## src/rtl/regbank_scoreboard_if.sv

```systemverilog
// Decode/writeback bus of the register bank: read, write and issue channels.
// The master modport belongs to the pipeline and the slave modport to the bank.
interface regbank_scoreboard_if #(
  parameter int WIDTH  = 16,
  parameter int ADDR_W = 4
);
  logic [ADDR_W-1:0] AddrRegA;
  logic [ADDR_W-1:0] AddrRegB;
  logic              Hold;
  logic              WEN;
  logic [ADDR_W-1:0] AddrWriteReg;
  logic [WIDTH-1:0]  Data;
  logic              IssueEn;
  logic [ADDR_W-1:0] AddrIssue;
  logic [WIDTH-1:0]  RegA;
  logic [WIDTH-1:0]  RegB;
  logic              BusyA;
  logic              BusyB;

  modport master (
    output AddrRegA, AddrRegB, Hold, WEN, AddrWriteReg, Data, IssueEn, AddrIssue,
    input  RegA, RegB, BusyA, BusyB
  );

  modport slave (
    input  AddrRegA, AddrRegB, Hold, WEN, AddrWriteReg, Data, IssueEn, AddrIssue,
    output RegA, RegB, BusyA, BusyB
  );
endinterface

```

## src/rtl/regbank_scoreboard.sv

```systemverilog
// DEPTH x WIDTH register file with two registered read ports, one write port
// and a per-register busy bit used by decode for hazard detection.
module regbank_scoreboard #(
  parameter int WIDTH    = 16,
  parameter int ADDR_W   = 4,
  parameter int ZERO_REG = 0,
  parameter int BYPASS   = 1
) (
  input  logic                 CLK,
  input  logic                 RST,
  regbank_scoreboard_if.slave  bus
);
  localparam int DEPTH = 2 ** ADDR_W;

  logic [WIDTH-1:0] regs_q [DEPTH];
  logic [WIDTH-1:0] regs_d [DEPTH];
  logic [DEPTH-1:0] busy_q, busy_d;
  logic [WIDTH-1:0] rega_q, rega_d, regb_q, regb_d;
  logic             busya_q, busya_d, busyb_q, busyb_d;
  logic             wr_ok_s, iss_ok_s;

  // Register 0 is immune to writes and issues when it is hardwired to zero.
  assign wr_ok_s  = bus.WEN     && !((ZERO_REG != 0) && (bus.AddrWriteReg == '0));
  assign iss_ok_s = bus.IssueEn && !((ZERO_REG != 0) && (bus.AddrIssue == '0));

  // Next storage and busy state; issue is applied after the write so it wins.
  always_comb begin
    for (int i = 0; i < DEPTH; i++) begin
      regs_d[i] = regs_q[i];
    end
    busy_d = busy_q;
    if (wr_ok_s) begin
      regs_d[bus.AddrWriteReg] = bus.Data;
      busy_d[bus.AddrWriteReg] = 1'b0;
    end else begin
      busy_d = busy_d;
    end
    if (iss_ok_s) begin
      busy_d[bus.AddrIssue] = 1'b1;
    end else begin
      busy_d = busy_d;
    end
  end

  // Next read-port values: optional forwarding first, zero masking last.
  always_comb begin
    rega_d  = rega_q;
    regb_d  = regb_q;
    busya_d = busya_q;
    busyb_d = busyb_q;
    if (!bus.Hold) begin
      rega_d  = ((BYPASS != 0) && bus.WEN && (bus.AddrWriteReg == bus.AddrRegA)) ?
                bus.Data : regs_q[bus.AddrRegA];
      regb_d  = ((BYPASS != 0) && bus.WEN && (bus.AddrWriteReg == bus.AddrRegB)) ?
                bus.Data : regs_q[bus.AddrRegB];
      busya_d = (BYPASS != 0) ? busy_d[bus.AddrRegA] : busy_q[bus.AddrRegA];
      busyb_d = (BYPASS != 0) ? busy_d[bus.AddrRegB] : busy_q[bus.AddrRegB];
      if ((ZERO_REG != 0) && (bus.AddrRegA == '0)) begin
        rega_d  = '0;
        busya_d = 1'b0;
      end else begin
        busya_d = busya_d;
      end
      if ((ZERO_REG != 0) && (bus.AddrRegB == '0)) begin
        regb_d  = '0;
        busyb_d = 1'b0;
      end else begin
        busyb_d = busyb_d;
      end
    end else begin
      rega_d = rega_q;
    end
  end

  // State and output registers; reset overrides every other input.
  always_ff @(posedge CLK) begin
    if (RST) begin
      for (int i = 0; i < DEPTH; i++) begin
        regs_q[i] <= '0;
      end
      busy_q  <= '0;
      rega_q  <= '0;
      regb_q  <= '0;
      busya_q <= 1'b0;
      busyb_q <= 1'b0;
    end else begin
      for (int i = 0; i < DEPTH; i++) begin
        regs_q[i] <= regs_d[i];
      end
      busy_q  <= busy_d;
      rega_q  <= rega_d;
      regb_q  <= regb_d;
      busya_q <= busya_d;
      busyb_q <= busyb_d;
    end
  end

  assign bus.RegA  = rega_q;
  assign bus.RegB  = regb_q;
  assign bus.BusyA = busya_q;
  assign bus.BusyB = busyb_q;
endmodule

```

## src/flat_wrapper.sv

```systemverilog
// flat-port wrapper written by rule: the top's interface ports become plain ports
module regbank_scoreboard_flat 
#(
  parameter int WIDTH    = 16,
  parameter int ADDR_W   = 4,
  parameter int ZERO_REG = 0,
  parameter int BYPASS   = 1
)
  (CLK, RST, bus_AddrRegA, bus_AddrRegB, bus_Hold, bus_WEN, bus_AddrWriteReg, bus_Data, bus_IssueEn, bus_AddrIssue, bus_RegA, bus_RegB, bus_BusyA, bus_BusyB);
  regbank_scoreboard_if #(.WIDTH(WIDTH), .ADDR_W(ADDR_W)) bus_i ();
  input  logic CLK;
  input  logic RST;
  input wire logic [$bits(bus_i.AddrRegA)-1:0] bus_AddrRegA;
  input wire logic [$bits(bus_i.AddrRegB)-1:0] bus_AddrRegB;
  input wire logic [$bits(bus_i.Hold)-1:0] bus_Hold;
  input wire logic [$bits(bus_i.WEN)-1:0] bus_WEN;
  input wire logic [$bits(bus_i.AddrWriteReg)-1:0] bus_AddrWriteReg;
  input wire logic [$bits(bus_i.Data)-1:0] bus_Data;
  input wire logic [$bits(bus_i.IssueEn)-1:0] bus_IssueEn;
  input wire logic [$bits(bus_i.AddrIssue)-1:0] bus_AddrIssue;
  output wire logic [$bits(bus_i.RegA)-1:0] bus_RegA;
  output wire logic [$bits(bus_i.RegB)-1:0] bus_RegB;
  output wire logic [$bits(bus_i.BusyA)-1:0] bus_BusyA;
  output wire logic [$bits(bus_i.BusyB)-1:0] bus_BusyB;
  assign bus_i.AddrRegA = bus_AddrRegA;
  assign bus_i.AddrRegB = bus_AddrRegB;
  assign bus_i.Hold = bus_Hold;
  assign bus_i.WEN = bus_WEN;
  assign bus_i.AddrWriteReg = bus_AddrWriteReg;
  assign bus_i.Data = bus_Data;
  assign bus_i.IssueEn = bus_IssueEn;
  assign bus_i.AddrIssue = bus_AddrIssue;
  assign bus_RegA = bus_i.RegA;
  assign bus_RegB = bus_i.RegB;
  assign bus_BusyA = bus_i.BusyA;
  assign bus_BusyB = bus_i.BusyB;
  regbank_scoreboard #(.WIDTH(WIDTH), .ADDR_W(ADDR_W), .ZERO_REG(ZERO_REG), .BYPASS(BYPASS)) u_core (.CLK(CLK), .RST(RST), .bus(bus_i));
endmodule
```

## config.mk

```make
export PLATFORM = sky130hd
export DESIGN_NAME = regbank_scoreboard_flat
export DESIGN_NICKNAME = d
export VERILOG_FILES = /design/src/rtl/regbank_scoreboard_if.sv /design/src/rtl/regbank_scoreboard.sv /design/src/flat_wrapper.sv
export SDC_FILE = /design/constraint.sdc
export NUM_CORES = 1
export LEC_CHECK = 0
export ABC_AREA = 1
export CAP_MARGIN = 20
export CORE_ASPECT_RATIO = 0.5
export CORE_MARGIN = 2
export CORE_UTILIZATION = 40
export DETAILED_ROUTE_END_ITERATION = 16
export MAX_ROUTING_LAYER = met4
export SYNTH_ARGS = -nofsm -noshare
export SYNTH_HDL_FRONTEND = slang
export SYNTH_SLANG_ARGS = --single-unit
```

## constraint.sdc

```tcl
create_clock -name CLK -period 1.6 [get_ports CLK]
set_input_delay 0.32 -clock CLK [delete_from_list [all_inputs] [get_ports CLK]]
set_output_delay 0.32 -clock CLK [all_outputs]
set_load 0.02 [all_outputs]
```

Yosys cells after proc, flatten, opt, wreduce, memory -nomap -nowiden
Memories as Yosys holds them, arrays and structs flattened. Index checks and enable logic that the tools add are counted. Widths: inputs -> output; s select.

Memories: 1. Register bits: 50. Output and inout bits: 34. Bits in writable memories: 256.

Memories: u_core.regs_q (depth 16, width 16, rd ports 18, clocked after memory_dff 0, write ports 16, line regbank_scoreboard.sv:15) `logic [WIDTH-1:0] regs_q [DEPTH];`.

Bitwise gates (word level): 20. Reduce and logical (&&, ||, !) cells: 5. Multiplexer cells: 35. Equal/unequal tests: 2. Magnitude comparators: 8.

Operators with widths (count): $mux 16 (21); $bwmux 256 (1); $mux 256 (1); $demux 16 s4 (1); $lt 4x5->1 const B (4); $and 16x16->16 (1); $not 16->16 (1); $or 1x1->1 (16); $or 16x16->16 (1); $bmux 1 s4 (2); $demux 1 s4 (2); $eq 4x4->1 (2); $ge 4x1->1 const B (2); $mux 1 (7); $ge 5x5->1 const B (1); $logic_and 1x1->1 (5); $lt 5x1->1 const B (1); $not 4->5 (1).

Logic depth before layout (Yosys ltp)
Gate-level depths: netlist of the first run.

Depth in word-level cells: 11. Gate-level depth with buffers: 12. Gate-level depth less buffers: 12.

Least setup slack after synthesis of the first run
OpenSTA, ideal clock, no wires.

Path kind: input-to-reg. From: in bus_WEN. To: reg u_core.busya_q, in the netlist u_core.bus.BusyA. Path buffers: 1. Cell stages on the path: 12. Required time: 1.491 ns. Arrival: 1.375 ns. Slack: 0.116 ns. Path through: buf_2 nand2_1 nor2_2 nand2_1 nand2_1 nand3_1 nand3_1 nand3_1 nand3_1 nand3_1 nand2_1 inv_1.

Cells in the longest elaborated chain, start to end: 5.

Ends and longest elaborated chain: start, declared (line flat_wrapper.sv:16) `input wire logic [$bits(bus_i.WEN)-1:0] bus_WEN;`; $mux 16 * (line regbank_scoreboard.sv:32) `if (wr_ok_s) begin`; $or 16x16->16 (no source line); $mux 16 * (line regbank_scoreboard.sv:38) `if (iss_ok_s) begin`; $bmux 1 s4 * (line regbank_scoreboard.sv:56) `busya_d = (BYPASS != 0) ? busy_d[bus.AddrRegA] : busy_q[bus.AddrRegA];`; $mux 1 (implied by the code) * (line regbank_scoreboard.sv:56); end signal, assigned (line regbank_scoreboard.sv:93) `busya_q <= busya_d;`; end, declared (line regbank_scoreboard.sv:19) `logic busya_q, busya_d, busyb_q, busyb_d;`.

Mark *: on every way between the ends. The rest lies on a longest branch, timed or not. The select of a mux whose other input is x is not followed. A chain may end at the register's enable or synchronous reset.

Worst setup path after layout of the first run
From: reg u_core.rega_q[7], in the netlist u_core.bus.RegA[7]. To: out bus_RegA[7].

RTL lines: start, declared (line regbank_scoreboard.sv:18) `logic [WIDTH-1:0] rega_q, rega_d, regb_q, regb_d;`; start signal, assigned (line regbank_scoreboard.sv:91) `rega_q <= rega_d;`; end, declared (line flat_wrapper.sv:21) `output wire logic [$bits(bus_i.RegA)-1:0] bus_RegA;`.

No word-level cell between the ends.

==> results of run 1 <==
## per-stage QoR
| stage | setup TNS (ps) | cells | power (mW) |
|---|---|---|---|
| floorplan | 0 | 2355 | 9.760 |
| global placement | -116820 | 2947 | 11.23 |
| detailed placement | -121950 | 2947 | 11.25 |
| CTS | 0 | 3004 | 18.81 |
| global route | -84.77 | 3005 | 19.48 |
| finish | 0 | 3006 | 18.80 |
## final cells by class
class | count | area [µm²] | area share
Antenna cell | 2 | 5.005 | 0.0002547
Tap cell | 530 | 663.1 | 0.03375
Inverter | 192 | 732.0 | 0.03725
Sequential cell | 306 | 6126 | 0.3118
Clock buffer | 37 | 828.3 | 0.04215
Multi-Input combinational cell | 1641 | 8055 | 0.4100
Clock inverter | 20 | 215.2 | 0.01095
Timing Repair Buffer | 278 | 3024 | 0.1539
## routing by layer
metal,part of all wire,global-route usage,vias up
met3,0.097,0.04812,119
met4,0.023,0.08019,0
li1,-,-,8268
met5,0,-,-
met2,0.42,0.4494,812
met1,0.46,0.4297,7963
## flip-flops by register name (all words and copies together), names as in the netlist
name / count
u_core.bus.BusyA: 1
u_core.bus.BusyB: 1
u_core.regs_q: 256
u_core.bus.RegB: 16
u_core.bus.RegA: 16
u_core.busy_q: 16
## worst reg2reg max path: cells and delay by family (launching register included)
family	cells	cell delay [ps]
AO/OA/AOI/OAI	3	350
buffers and inverters	1	60
flip-flops	1	310
AND/OR/NAND/NOR	4	630
## worst min path at each step
stage / start / end / cells after the start
after floorplan: u_core.regs_q[0][0] / u_core.regs_q[0][0] / 2
after global placement: u_core.regs_q[0][7] / u_core.regs_q[0][7] / 2
after detailed placement: u_core.regs_q[12][13] / u_core.regs_q[12][13] / 2
after CTS: u_core.regs_q[12][13] / u_core.regs_q[12][13] / 2
after global routing: bus_AddrWriteReg[1] / u_core.busy_q[1] / 5
final: bus_AddrWriteReg[1] / u_core.busy_q[1] / 5
## kinds of logic after synthesis
group                     Yosys count  share of synthesized area
xor gates and xnor gates            2                   0.001106
and+or+nand+nor                   720                     0.1941
buffers and inverters             408                     0.1062
AOI/OAI and AO/OA                 919                     0.3120
DFF                               306                     0.3866
## timing repair
item	in CTS	in global routing
resized for setup	47	35
cloned	0	0
endpoints found under the setup margin	34	63
## report_power, final
part	leakage (nW)	switching, mW	internal (mW)
registers	2.48	0.114	7.84
logic	4.75	1.98	1.19
clock network	0.516	3.34	4.34
total	7.75	5.44	13.4
## cell usage in the layout, fill, tap and decap left out, types with 64 or more instances in the layout
cell type,netlist,layout
o21ai_0,416,414
a21oi_1,368,368
dfxtp_1,306,306
nand3_1,267,267
nand2_1,234,234
nor2_1,211,208
inv_1,182,181
buf_4,3,145
o211ai_1,129,129
buf_12,0,64
==> impl_metrics.toml, run 1 <==
[synth]
synth_common_cells = "416 x o21ai_0, 368 x a21oi_1, 306 x dfxtp_1, 267 x nand3_1, 234 x nand2_1"
synthesis.nets = 2392
ys.flop_type = "dfxtp_1"
ys_seq_elements = 306
ys_seq_area_frac = 0.3866
synth-edff-count = 0
synth_most_common_cell = "o21ai_0"
synth_area_leaders = "dfxtp_1 39%, o21ai_0 13%, a21oi_1 12%"
syn_area_per_cell_um2 = 6.729
yosysTopAreaCell = "dfxtp_1"
netlist_instances = 2355
ys_types = 25
synth_top_area_frac = 0.3866
yosys_warnings = 0
syn_area_um2 = 15850
synthArstFlopShare = 0

[setup_path]
cp.depth = 1
crit_fanout = 2
path_class = "reg -> out"
r2r_end = "u_core.bus.RegB[2]"
worstPathCellList = "clkdlybuf4s15_1"
reg2reg_slack_ps = 160
cp.buffers_inverters = 1
slowest_stage = "dfxtp_1"
arrival_ps = 1250
cp_data_required_time_ps = 1280
critical-path-top-delay-family = "flip-flops"
cp-end-kind = "primary output"
ff2ff_path_depth = 8
crit_path_end = "bus_RegA[7]"
r2r_start = "u_core.regs_q[13][2]"
startpoint = "u_core.bus.RegA[7]"
start_kind = "register"
slowest_delay_ps = 360

[finish]
syn2layout_area_growth_pct = 23.99
nFillCells = 3831
final_nets = 2487
layout-drive-gt1-share = 0.1200
design_area_um2 = 19650
post-route-util = 0.5040

[drt]
drt_iter0_drc = 1781
drt_first_pass_iters = 6
drc_errors = 0
antenna_left = 0
drt-vias-per-instance = 5.709
wl_per_cell_um = 20.74
wirelength_um = 62350
num_vias = 17162

[clocking]
cts-root-buf = "clkbuf_16"
clock_path_buffers = 3
clkSlewWorstSetupHoldPaths_ps = 70
postCtsHoldBufs = 0
cts_setup_buffers = 0
h-tree-depth = 1
clk_latency_ps = 590
tritoncts = "done"
cts.sinks = 306
cts_buffers = 31

[floorplanning]
ios = 71
die_y_um = 144.7
rows = 51
die_w_um = 285.5
core_um2 = 38990
die_area_um2 = 41320
floorplan.initialDensity = 0.4064

[placement]
dp_hpwl_um = 41890
portBuffers = 70
dp_slack_ps = -581.8
gp_congestion = 0.9563
placed_cell_area_um2 = 18610

[outcome]
status = "complete, no violations"

[timing]
rsz0062_at_grt = "true"
layout_setup_ws_ps = 29.25
post-route-period-util = 0.9817
fmax_mhz = 636.6
setup_violations = 0
worst_pin_slew_ps = 490.2
worst_slew_margin_rel = 0.6732
hold_viol = 0
layout_min_cycle_time_ps = 1571
final-max-slew-violation-count = 0
clock_skew_ps = 20.30
timing.hold.ws_ps = 365.6

[global_route]
antenna_found_initial = 2
grt_pass1_vias = 14895
grt_pass1_wl_um = 93160
track_usage = 0.3038
grt_start_max_net_pins = 60
overflow = 0

[pwr]
irDropWorstVdd_uv = 711.6
leakagePower_nw = 7.749
power.density_nw_per_um2 = 957.0

[min_path]
hold_path_class = "in -> reg"

[run]
maxCapViolCount = 0
Power figures use the tool's default switching activity.
==> run 2: changes to the inputs <==
Settings changed: ABC_AREA 1 to 0.
==> impl_metrics.toml, run 2 <==
[global_route]
grt_pass1_vias = 12973
antenna_found_initial = 0
grt_pass1_wl_um = 84370
overflow = 0
grt_start_max_net_pins = 83
track_usage = 0.2936

[synth]
synthXorXnorAreaFrac = 0.005510
ys.flop_type = "dfxtp_1"
netlist_instances = 1663
synth-simple-area-share = 0.1706
synth_top_area_frac = 0.3967
syn_area_per_cell_um2 = 9.286
synth-edff-count = 0
ys_seq_elements = 306
syn_area_um2 = 15440
synthArstFlopShare = 0
yosys_warnings = 0
synth_most_common_cell = "nand2_1"
synth_top_family_by_area = "multiplexers"
synthAdderAreaFrac = 0
synth_mux_area_frac = 0.2561
synth_area_leaders = "dfxtp_1 40%, mux4_2 23%, nand2_1 13%"
synthesis.nets = 1700
synth_common_cells = "533 x nand2_1, 306 x dfxtp_1, 262 x a21oi_1, 160 x mux4_2, 100 x clkbuf_1"
ys_seq_area_frac = 0.3967
synth_compound_area_frac = 0.1224
yosysTopAreaCell = "dfxtp_1"
ys_types = 55

[drt]
drt-vias-per-instance = 5.935
wirelength_um = 57200
drt_iter0_drc = 1983
drc_errors = 0
drt_first_pass_iters = 6
antenna_left = 0
num_vias = 14006
wl_per_cell_um = 24.24

[clocking]
cts-root-buf = "clkbuf_16"
clock_path_buffers = 3
h-tree-depth = 1
clkSlewWorstSetupHoldPaths_ps = 60
tritoncts = "done"
cts.sinks = 306
clk_latency_ps = 590
cts_buffers = 30

[setup_path]
start_kind = "register"
ff2ff_path_depth = 4
cp_data_required_time_ps = 2060
cp-end-kind = "register"
crit_fanout = 2
path_class = "reg -> reg"
startpoint = "u_core.regs_q[13][8]"
arrival_ps = 2220
crit_path_end = "u_core.bus.RegA[8]"
r2r_end = "u_core.bus.RegA[8]"
reg2reg_slack_ps = -160
r2r_start = "u_core.regs_q[13][8]"

[floorplanning]
ios = 71
rows = 50
core_um2 = 37720
die_y_um = 142.9
die_w_um = 281.9
die_area_um2 = 40290
floorplan.initialDensity = 0.4094

[pwr]
switching_power_mw = 4.553
leakagePower_nw = 6.821
combinationalPowerShare = 0.126
seqPwrFrac = 0.459
p_sw_frac = 0.2655
p_int_mw = 12.59
total_power_mw = 17.15
power.density_nw_per_um2 = 866.9
irDropWorstVdd_uv = 897.0
p_clk_frac = 0.415

[finish]
largest-register = "u_core.regs_q"
layout-drive-gt1-share = 0.3185
final_common_cell = "nand2_1"
final_nets = 1856
antenna_cells = 0
mostFrequentLayoutCells = "525 x nand2_1, 262 x a21oi_1, 237 x dfxtp_1, 169 x buf_4, 160 x mux4_2"
syn2layout_area_growth_pct = 28.09
largest_reg_flops = 256
design_area_um2 = 19780

[timing]
setup_violations = 31
fmax_mhz = 568.1
worst_pin_slew_ps = 453.0
fin_setup_tns_ps = -2441
rsz0062_at_grt = "true"
post-route-period-util = 1.100
hold_viol = 0
final-max-slew-violation-count = 0
layout_setup_ws_ps = -160.2
layout_min_cycle_time_ps = 1760
clock_skew_ps = 10.34
worst_slew_margin_rel = 0.6970

[placement]
placed_cell_area_um2 = 18310
dp_hpwl_um = 37000
portBuffers = 70
gp_congestion = 0.9175

[min_path]
holdPathStages = 4
hold_path_class = "in -> reg"

[run]
maxCapViolCount = 0

[outcome]
status = "finished with violations"
violations = "negative setup slack"
==> run 2: changes by cell type after synthesis, moves of 13 or more <==
cell      change
buf_1        -13
mux4_2      +160
nand2_1     +299
a21oi_1     -106
nand3_1     -261
o211ai_1    -128
buf_2        -33
a211oi_1     +34
mux2i_1      +34
nor2_1      -148
nor2b_1      +13
o21ai_0     -415
inv_1       -181
==> run 2: logic make-up after synthesis <==
| kind of cell | count (synthesis) |
|---|---|
| AOI/OAI and AO/OA | 335 |
| and+or+nand+nor | 652 |
| xor gates and xnor gates | 8 |
| buffers and inverters | 167 |
| muxes | 195 |
| DFF | 306 |
==> run 2: area by class of cell <==
class / count / area, µm²
clock inverter: 6 / 56.30
sequential: 306 / 6212
timing repair buffer: 289 / 2937
fill: 3383 / 17940
clock buffer: 47 / 904.6
inverter: 2 / 10.01
multi-input combinational: 1190 / 9010
tap: 520 / 650.6
==> run 2: critical path, stage by stage (launching register included) <==
cell and delay (ps):
dfxtp_2 320, mux4_2 480, mux4_2 540, mux2i_4 190, a211oi_1 90
==> run 2: repair_timing <==
action | CTS | global route
hold buffers | 0 | 0
pin swaps | 19 | 20
gates resized for setup | 129 | 87
buffers inserted | 12 | 4
setup endpoints to repair | 82 | 104
cloned | 2 | 0
==> run 2: worst min path at each step <==
stage,start,endpoint
after global placement,u_core.regs_q[8][7],u_core.regs_q[8][7]
after CTS,RST,u_core.bus.BusyA
after floorplan,u_core.regs_q[10][0],u_core.regs_q[10][0]
final,RST,u_core.bus.BusyA
after detailed placement,u_core.regs_q[1][12],u_core.regs_q[1][12]
after global routing,RST,u_core.bus.BusyA
==> run 2: layer usage <==
layer / GRT usage / wire [µm] / vias to the layer above / share of wire
met3: 0.05906 / 6680 / 110 / 0.12
met4: 0.07027 / 1508 / 0 / 0.026
met2: 0.4481 / 25960 / 786 / 0.45
met5: - / 0 / - / 0
met1: 0.4021 / 23050 / 6923 / 0.40
li1: - / - / 6187 / -
==> run 2: metrics by stage <==
| step | setup WS (ps) | util | std cells | hold slack, ps |
|---|---|---|---|---|
| 6_report | -160.2 | 0.5243 | 2360 | 206.6 |
| 5_1_grt | -203.9 | 0.5243 | 2360 | 226.2 |
| 3_5_place_dp | -796.4 | 0.4854 | 2289 | 457.0 |
| 2_1_floorplan | -268.6 | - | 1663 | 442.9 |
| 4_1_cts | -186.8 | 0.5178 | 2356 | 212.6 |
| 3_3_place_gp | -805.3 | 0.4854 | 2289 | 448.2 |
==> run 2: power groups by stage <==
| stage | Combinational [mW] | Clock [mW] | Sequential, mW |
|---|---|---|---|
| 6_report | 2.17 | 7.12 | 7.86 |
| 5_1_grt | 2.28 | 7.50 | 7.87 |
| 3_3_place_gp | 2.08 | 0 | 8.02 |
| 4_1_cts | 2.11 | 7.15 | 7.86 |
| 2_1_floorplan | 1.19 | 0 | 8.05 |
| 3_5_place_dp | 2.08 | 0 | 8.03 |
